### src/rtl/ysyx_25060166_fetch_ctrl.sv
// Multi-cycle instruction fetch controller: one outstanding word read, one held instruction for decode.
// Define YSYX_25060166_FETCH_ALIGN_CHECK_EN to turn misaligned redirects into bus-error pseudo-instructions.
module ysyx_25060166_fetch_ctrl #(
    parameter int unsigned      WIDTH    = 32,
    parameter logic [WIDTH-1:0] RESET_PC = 32'h8000_0000
) (
    input  logic             clk,
    input  logic             rst,
    output logic             mem_req_valid,
    input  logic             mem_req_ready,
    output logic [WIDTH-1:0] mem_req_addr,
    input  logic             mem_rsp_valid,
    input  logic [WIDTH-1:0] mem_rsp_data,
    input  logic             mem_rsp_err,
    output logic             inst_valid,
    input  logic             inst_ready,
    output logic [WIDTH-1:0] inst_data,
    output logic [WIDTH-1:0] inst_pc,
    output logic             inst_err,
    input  logic             redirect_valid,
    input  logic [WIDTH-1:0] redirect_pc
);

    localparam logic [WIDTH-1:0] WORD_MASK = WIDTH'(3);
    localparam logic [WIDTH-1:0] PC_STEP   = WIDTH'(4);

    typedef enum logic [1:0] {
        StIdle,
        StReq,
        StWait,
        StHold
    } state_e;

    state_e           state_q, state_d;
    logic [WIDTH-1:0] req_addr_q, req_addr_d;
    logic [WIDTH-1:0] fetch_pc_q, fetch_pc_d;
    logic [WIDTH-1:0] inst_data_q, inst_data_d;
    logic [WIDTH-1:0] inst_pc_q, inst_pc_d;
    logic             inst_err_q, inst_err_d;
    logic             drop_q, drop_d;
    logic             pend_q, pend_d;
    logic [WIDTH-1:0] pend_target_q, pend_target_d;
    logic             pend_mis_q, pend_mis_d;

    logic [WIDTH-1:0] redir_target;
    logic             redir_misalign;
    logic             jump;
    logic [WIDTH-1:0] jump_pc;
    logic             jump_mis;

`ifdef YSYX_25060166_FETCH_ALIGN_CHECK_EN
    assign redir_target   = redirect_pc;
    assign redir_misalign = (redirect_pc & WORD_MASK) != '0;
`else
    assign redir_target   = redirect_pc & ~WORD_MASK;
    assign redir_misalign = 1'b0;
`endif

    always_comb begin
        state_d       = state_q;
        req_addr_d    = req_addr_q;
        fetch_pc_d    = fetch_pc_q;
        inst_data_d   = inst_data_q;
        inst_pc_d     = inst_pc_q;
        inst_err_d    = inst_err_q;
        drop_d        = drop_q;
        pend_d        = pend_q;
        pend_target_d = pend_target_q;
        pend_mis_d    = pend_mis_q;
        jump          = 1'b0;
        jump_pc       = redir_target;
        jump_mis      = redir_misalign;

        unique case (state_q)
            StIdle: state_d = StReq;
            StReq: begin
                // The request address never changes once presented; a redirect only arms the drop.
                if (mem_req_ready) begin
                    fetch_pc_d = req_addr_q;
                    state_d    = StWait;
                end
                if (redirect_valid) begin
                    drop_d        = 1'b1;
                    pend_d        = 1'b1;
                    pend_target_d = redir_target;
                    pend_mis_d    = redir_misalign;
                end
            end
            StWait: begin
                if (mem_rsp_valid) begin
                    if (drop_q || redirect_valid) begin
                        drop_d     = 1'b0;
                        pend_d     = 1'b0;
                        pend_mis_d = 1'b0;
                        jump       = 1'b1;
                        // A redirect in the response cycle is newer than the pending one.
                        if (!redirect_valid && pend_q) begin
                            jump_pc  = pend_target_q;
                            jump_mis = pend_mis_q;
                        end
                    end else begin
                        inst_data_d = mem_rsp_data;
                        inst_err_d  = mem_rsp_err;
                        inst_pc_d   = fetch_pc_q;
                        state_d     = StHold;
                    end
                end else if (redirect_valid) begin
                    drop_d        = 1'b1;
                    pend_d        = 1'b1;
                    pend_target_d = redir_target;
                    pend_mis_d    = redir_misalign;
                end
            end
            StHold: begin
                if (redirect_valid) begin
                    jump = 1'b1;
                end else if (inst_ready) begin
                    // Masking realigns after a misaligned pseudo-instruction; wraps modulo 2^WIDTH.
                    req_addr_d = (inst_pc_q + PC_STEP) & ~WORD_MASK;
                    state_d    = StReq;
                end
            end
            default: state_d = StIdle;
        endcase

        if (jump) begin
            if (jump_mis) begin
                inst_pc_d   = jump_pc;
                inst_data_d = '0;
                inst_err_d  = 1'b1;
                state_d     = StHold;
            end else begin
                req_addr_d = jump_pc;
                state_d    = StReq;
            end
        end
    end

    always_ff @(posedge clk or negedge rst) begin
        if (!rst) begin
            state_q       <= StIdle;
            req_addr_q    <= RESET_PC;
            fetch_pc_q    <= RESET_PC;
            inst_data_q   <= '0;
            inst_pc_q     <= '0;
            inst_err_q    <= 1'b0;
            drop_q        <= 1'b0;
            pend_q        <= 1'b0;
            pend_target_q <= '0;
            pend_mis_q    <= 1'b0;
        end else begin
            state_q       <= state_d;
            req_addr_q    <= req_addr_d;
            fetch_pc_q    <= fetch_pc_d;
            inst_data_q   <= inst_data_d;
            inst_pc_q     <= inst_pc_d;
            inst_err_q    <= inst_err_d;
            drop_q        <= drop_d;
            pend_q        <= pend_d;
            pend_target_q <= pend_target_d;
            pend_mis_q    <= pend_mis_d;
        end
    end

    assign mem_req_valid = (state_q == StReq);
    assign mem_req_addr  = req_addr_q;
    assign inst_valid    = (state_q == StHold);
    assign inst_data     = inst_data_q;
    assign inst_pc       = inst_pc_q;
    assign inst_err      = inst_err_q;

`ifdef FORMAL
    a_rsp_only_in_wait: assert property (@(posedge clk) disable iff (!rst)
        mem_rsp_valid |-> state_q == StWait);
    a_req_addr_stable: assert property (@(posedge clk) disable iff (!rst)
        (mem_req_valid && !mem_req_ready) |=> (mem_req_valid && $stable(mem_req_addr)));
    a_inst_stable: assert property (@(posedge clk) disable iff (!rst)
        (inst_valid && !inst_ready && !redirect_valid) |=>
        (inst_valid && $stable(inst_pc) && $stable(inst_data) && $stable(inst_err)));
`endif

endmodule
### config.mk
export PLATFORM = sky130hd
export DESIGN_NAME = ysyx_25060166_fetch_ctrl
export DESIGN_NICKNAME = d
export VERILOG_FILES = /design/src/rtl/ysyx_25060166_fetch_ctrl.sv
export SDC_FILE = /design/constraint.sdc
export NUM_CORES = 1
export LEC_CHECK = 0
export BUFFER_PORTS_ARGS = -buffer_cell sky130_fd_sc_hd__buf_2
export CAP_MARGIN = 20
export CELL_PAD_IN_SITES_DETAIL_PLACEMENT = 1
export CELL_PAD_IN_SITES_GLOBAL_PLACEMENT = 1
export CORE_MARGIN = 2
export CORE_UTILIZATION = 46
export CTS_BUF_LIST = sky130_fd_sc_hd__clkbuf_8 sky130_fd_sc_hd__clkbuf_16
export CTS_CLUSTER_SIZE = 25
export DETAILED_ROUTE_END_ITERATION = 12
export GPL_ROUTABILITY_DRIVEN = 0
export GPL_TIMING_DRIVEN = 1
export PLACE_DENSITY = 0.9
export SETUP_SLACK_MARGIN = 0.2
export SYNTH_ARGS = -nofsm -noshare
export SYNTH_HDL_FRONTEND = slang
export SYNTH_SLANG_ARGS = --single-unit
export TNS_END_PERCENT = 30
### constraint.sdc
create_clock -name clk -period 5.6 [get_ports clk]
set_input_delay 0.84 -clock clk [delete_from_list [all_inputs] [get_ports clk]]
set_output_delay 0.84 -clock clk [all_outputs]
set_load 0.05 [all_outputs]
# --- Word level (Yosys, flattened, before mapping) ---
# Index checks and enable logic that the tools add are counted.
word_totals:
  register_bits: 166
  in_bits: 71
  output_inout_bits: 99
  elab_cells: 83
op_classes:
  n_addsub: 1
  n_eq_ne: 10
  n_mux: 53
  n_reduce_logical: 9
ops:
  columns: ["op", "count"]
  rows:
  - ["$mux 32", 21]
  - ["$pmux 32 s2", 1]
  - ["$add 32x3->32 const B", 1]
  - ["$mux 1", 19]
  - ["$mux 2", 7]
  - ["$ne 3x3->1 const B", 3]
  - ["$pmux 1 s2", 4]
  - ["$pmux 2 s4", 1]
  - ["$ne 3x1->1 const B", 2]
  - ["$reduce_and 2->1", 3]
  - ["$reduce_and 5->1", 1]
  - ["$eq 2x2->1 const B", 2]
  - ["$ne 3x2->1 const B", 1]
  - ["$eq 2x1->1 const B", 1]
  - ["$logic_not 2->1", 1]
  - ["$ne 2x2->1 const B", 1]
  - ["$reduce_bool 2->1", 1]
  - ["$logic_and 1x1->1", 1]
  - ["$logic_not 1->1", 1]
  - ["$logic_or 1x1->1", 1]

# --- Logic depth before layout (Yosys ltp) ---
depth:
  ltp_word: 8
  ltp_mapped: 9
  ltp_nobuf: 7

# --- Worst setup path after synthesis ---
# OpenSTA, ideal clock, no wires.
synth_path:
  kind: "reg2reg"
  from: "register state_q[0]"
  to: "register req_addr_q[16], in the netlist mem_req_addr[16]"
  setup_ns: 0.135
  t_arrival_ns: 1.935
  required_ns: 5.465
  path_slack_ns: 3.531
  path_stages_with_launch: 7
  n_path_buf: 2
  period_less_slack_ns: 2.069
  path_cell_list: "dfrtp_1 > ha_1 > and3b_1 > buf_2 > buf_1 > mux2i_1 > o22ai_1"
synth_between:
  elab_chain_cells: 4
  elab_cells_between_ends: 8
  classes_between: "eq/ne (2); mux (6)"
synth_rtl:
  columns: ["element", "line", "rtl"]
  rows:
  - ["start: declaration", "34", "state_e state_q, state_d;"]
  - ["start signal: assignment", "141", "state_q <= StIdle;"]
  - ["start signal: assignment", "152", "state_q <= state_d;"]
  - ["$eq 2x2->1 (*)", null, null]
  - ["via inst_valid", "15", "output logic inst_valid,"]
  - ["$mux 32", "74", "unique case (state_q)"]
  - ["$mux 32", "127", "if (jump_mis) begin"]
  - ["$mux 32 (*)", "126", "if (jump) begin"]
  - ["via req_addr_d[16]", "35", "logic [WIDTH-1:0] req_addr_q, req_addr_d;"]
  - ["end signal: assignment", "153", "req_addr_q <= req_addr_d;"]
  - ["end: declaration", "35", null]
# The timed path passes the listed nets; every way through them passes the cells marked *.
# A chain may end at the register's enable or synchronous reset.

# --- Worst setup path in the final report ---
layout_path:
  from: "register state_q[0]"
  to: "register inst_pc_q[11], in the netlist inst_pc[11]"
layout_between:
  elab_chain_cells: 4
  elab_cells_between_ends: 8
  classes_between: "eq/ne (2); mux (6)"
layout_rtl:
  columns: ["element", "line", "rtl"]
  rows:
  - ["$eq 2x2->1", "74", null]
  - ["$mux 32 or $mux 1 (tied branches)", "74", null]
  - ["$mux 32", "127", null]
  - ["$mux 32 (*)", "126", null]
  - ["via inst_pc_d[11]", "38", "logic [WIDTH-1:0] inst_pc_q, inst_pc_d;"]
  - ["end signal: assignment", "156", "inst_pc_q <= inst_pc_d;"]
  - ["end: declaration", "38", null]
# Marks and branches as above.

==> metrics.md <==
| Metric | Value |
|---|---|
| Status | `complete, no violations` |
| Met3 Routed Length | `1.53 mm` |
| Grt ovf | `0` |
| Period utilization | `54.1%` |
| Clk network pwr share | `21.4%` |
| Post-Route WL | `24.5 mm` |
| Clock Tree Root | `clkbuf_16` |
| Fin. Hold Viols | `0` |
| Initial DRC Count | `between 300 and 400` |
| Final Critical Period | `3030 ps` |
| Detail Route met2 WL | `12.1 mm` |
| DR vias | `~6700` |
| Detailed Place HPWL | `15.9 mm` |
| Skew final | `8.90 ps` |
| Worst Hold Slack | `between 400 and 500 ps` |
| Max Used Layer | `met4` |
| Final setup violation count | `0` |
| Core area | `17100 sq um` |
| Core Rows | `48` |
| Gate power share | `between 40% and 50%` |
| I/O Pins | `170` |
| Crit Path Class | `reg -> reg` |
| Finished Core Util | `55.8%` |
| First-pass GRT wire length | `38.3 mm` |
| Synth Warn # | `0` |
| Storage cell area | `around 4000 sq um` |
| WL met1 | `~10 mm` |
| Area of the multi-input gates | `3570 sq um` |
| Sw Share | `45.1%` |
| Leakage | `4.46 nW` |
| Synth top cells by count | `dfrtp_1 (162), nand2_1 (145), mux2_2 (62)` |
| Worst VDD drop | `0.371 mV` |
| Mean number of vias per cell | `5.84` |
| Initial core utilization | `a little under half` |
| Worst-margin pin slew | `936 ps` |
| PortBufs | `167` |
| Total power | `5.83 mW` |
| Final TNS setup | `0 ps` |
| H-tree depth | `4` |
| GRT Util Overall | `27.4%` |
| HP Class | `in -> async` |
| Layout cells sized above 1 | `31.8%` |
| Vias in the first global route | `6998` |
| Max Fclk | `330 MHz` |
| CTS Buf Count | `17` |
| Hold Buf Count CTS | `0` |
| Most frequent cell after synthesis | `dfrtp_1` |
| Die height | `135 um` |
| Post-Syn Instances | `766` |
| Antenna-violating nets left | `0` |
| Fill count | `1940` |
| Worst Setup Start Kind | `register` |
| R2R depth | `7` |
| Seq cells post-synth | `164` |
| Unrepaired setup endpoints after global routing | `false` |
| Rel. slew slack | `a little under two fifths` |
| Power Density | `611 nW/um^2` |
| Int Pwr | `3.20 mW` |
| EDFF count, synth | `0` |
| Syn nets | `842` |
| DR DRC count | `0` |
| Fin. max-slew vios | `0` |
| Area delta synth->final | `20.2%` |
| NetSw | `between 2 and 3 mW` |
| CTS tree | `yes` |
| Iteration count of the initial detailed-routing pass | `5` |
| Worst Setup End Kind | `register` |
| Post-synth top area cell | `dfrtp_1` |
| Crit path DAT | `3310 ps` |
| # resized after CTS | `0` |
| Yosys cell types | `56` |
| CP Data Required Time | `5880 ps` |
| Async set-reset flop share out of synthesis | `100%` |
| Mapped Area | `around 7900 sq um` |
| Die ar. | `18300 sq um` |
| Clk_lat worst skew | `430 ps` |
| Pin count of the biggest net entering global routing | `83` |
| Crit Path Max Fanout | `58` |
| Top FF cell, synth | `dfrtp_1` |
| Die W | `135 um` |
| Clk buf depth | `2` |
| Max Cap Viol | `0` |
| Flop pwr share | `36.2%` |
| Clock-pin slew on the worst setup and hold paths | `70 ps` |
| # Post-CTS Setup Buffers | `0` |
| Sequential fraction of the synthesis area | `51.7%` |
| Synth area leaders | `dfrtp_1 (51%), mux2_2 (8.8%), nand2_1 (6.8%), mux2i_1 (3.4%), a21oi_1 (3.0%)` |
| Synth top area share | `51.0%` |
| Sink Count | `roughly 160` |
| Mapped Avg Cell Area | `around 10 sq um` |
| Nets | `roughly 990` |
| Wire per inst | `21.3 um` |
| Initial antenna violation count | `1` |
[sequential cells by signal (all words and copies together) (netlist names)]
signal,count
inst_pc,32
drop_q,1
mem_req_addr,32
state_q,2
pend_q,1
inst_data,32
fetch_pc_q,32
pend_mis_q,1
pend_target_q,30
inst_err,1
[critical path, cell delays in order, from the launching register on]
cell and delay (ps):
dfrtp_1 420, inv_1 100, ha_1 470, nor3b_4 720, buf_4 710, nor2_1 170
a21oi_1 200, o21ai_0 100
[stage by stage]
stage | setup WS [ps] | instances | instance area, sq um
after floorplan | 3530 | 766 | 7950
after global placement | 2430 | 1118 | 8930
after detailed placement | 2380 | 1118 | 8930
after CTS | 2560 | 1149 | 9550
after global routing | 2370 | 1150 | 9550
final | 2570 | 1150 | 9550
[power groups by stage]
stage / combinational, mW / sequential, mW / clock (mW)
finish: 2.47 / 2.11 / 1.25
global route: 2.61 / 2.17 / 1.32
CTS: 2.48 / 2.11 / 1.27
detailed placement: 2.45 / 2.12 / 0
global placement: 2.37 / 2.08 / 0
floorplan: 0.979 / 2.88 / 0
[layer usage]
metal	GRT usage [%]	vias up
li1	-	3000
met2	46.7	244
met5	0	-
met4	10.1	0
met3	4.86	35
met1	35.1	3435
[logic make-up after synthesis]
group	Yosys count	share of synthesized area, %
fa+ha+maj	5	0.787
flops	164	51.7
buf+inv	62	3.67
mux	90	12.3
simple gates	269	17.1
compound gates	150	11.6
xor+xnor	26	2.86
[worst paths after layout]
kind	end	from	slack, ps
worst max-delay path	inst_pc[11]	state_q[0]	2570
worst min-delay path	inst_data[0]	rst	450
worst max register to register	inst_pc[11]	state_q[0]	2570
worst min register to register	fetch_pc_q[21]	fetch_pc_q[21]	510
max in group asynchronous	mem_req_addr[9]	rst	4060
min in group clk	fetch_pc_q[21]	fetch_pc_q[21]	510
[placed cells by master, fill, tap and decap left out, types with 7 or more instances in the layout]
cell type and instances:
inv_1 10, o22ai_1 7, o21ai_0 13, xnor2_1 8, dfrtp_1 162, xor2_1 18, a21oi_1 47, nand4_1 11
clkbuf_16 17, o211ai_1 7, buf_2 166, and3_1 8, a31oi_1 22, o21ai_1 19, nor2_1 33, nand3_1 20
buf_4 13, a22oi_1 7, mux2_2 62, mux2i_1 27, nand2_1 145, nor3b_1 12, o221ai_1 8
[layout make-up]
class	count	share of cell area [%]
Clock buffer	18	4.60
Timing Repair Buffer	180	9.83
Inverter	9	0.354
Tap cell	225	2.95
Multi-Input combinational cell	540	37.3
Sequential cell	164	43.0
Antenna cell	1	0.0262
Clock inverter	13	1.91
No activity file was read; power rests on OpenSTA's default activity.
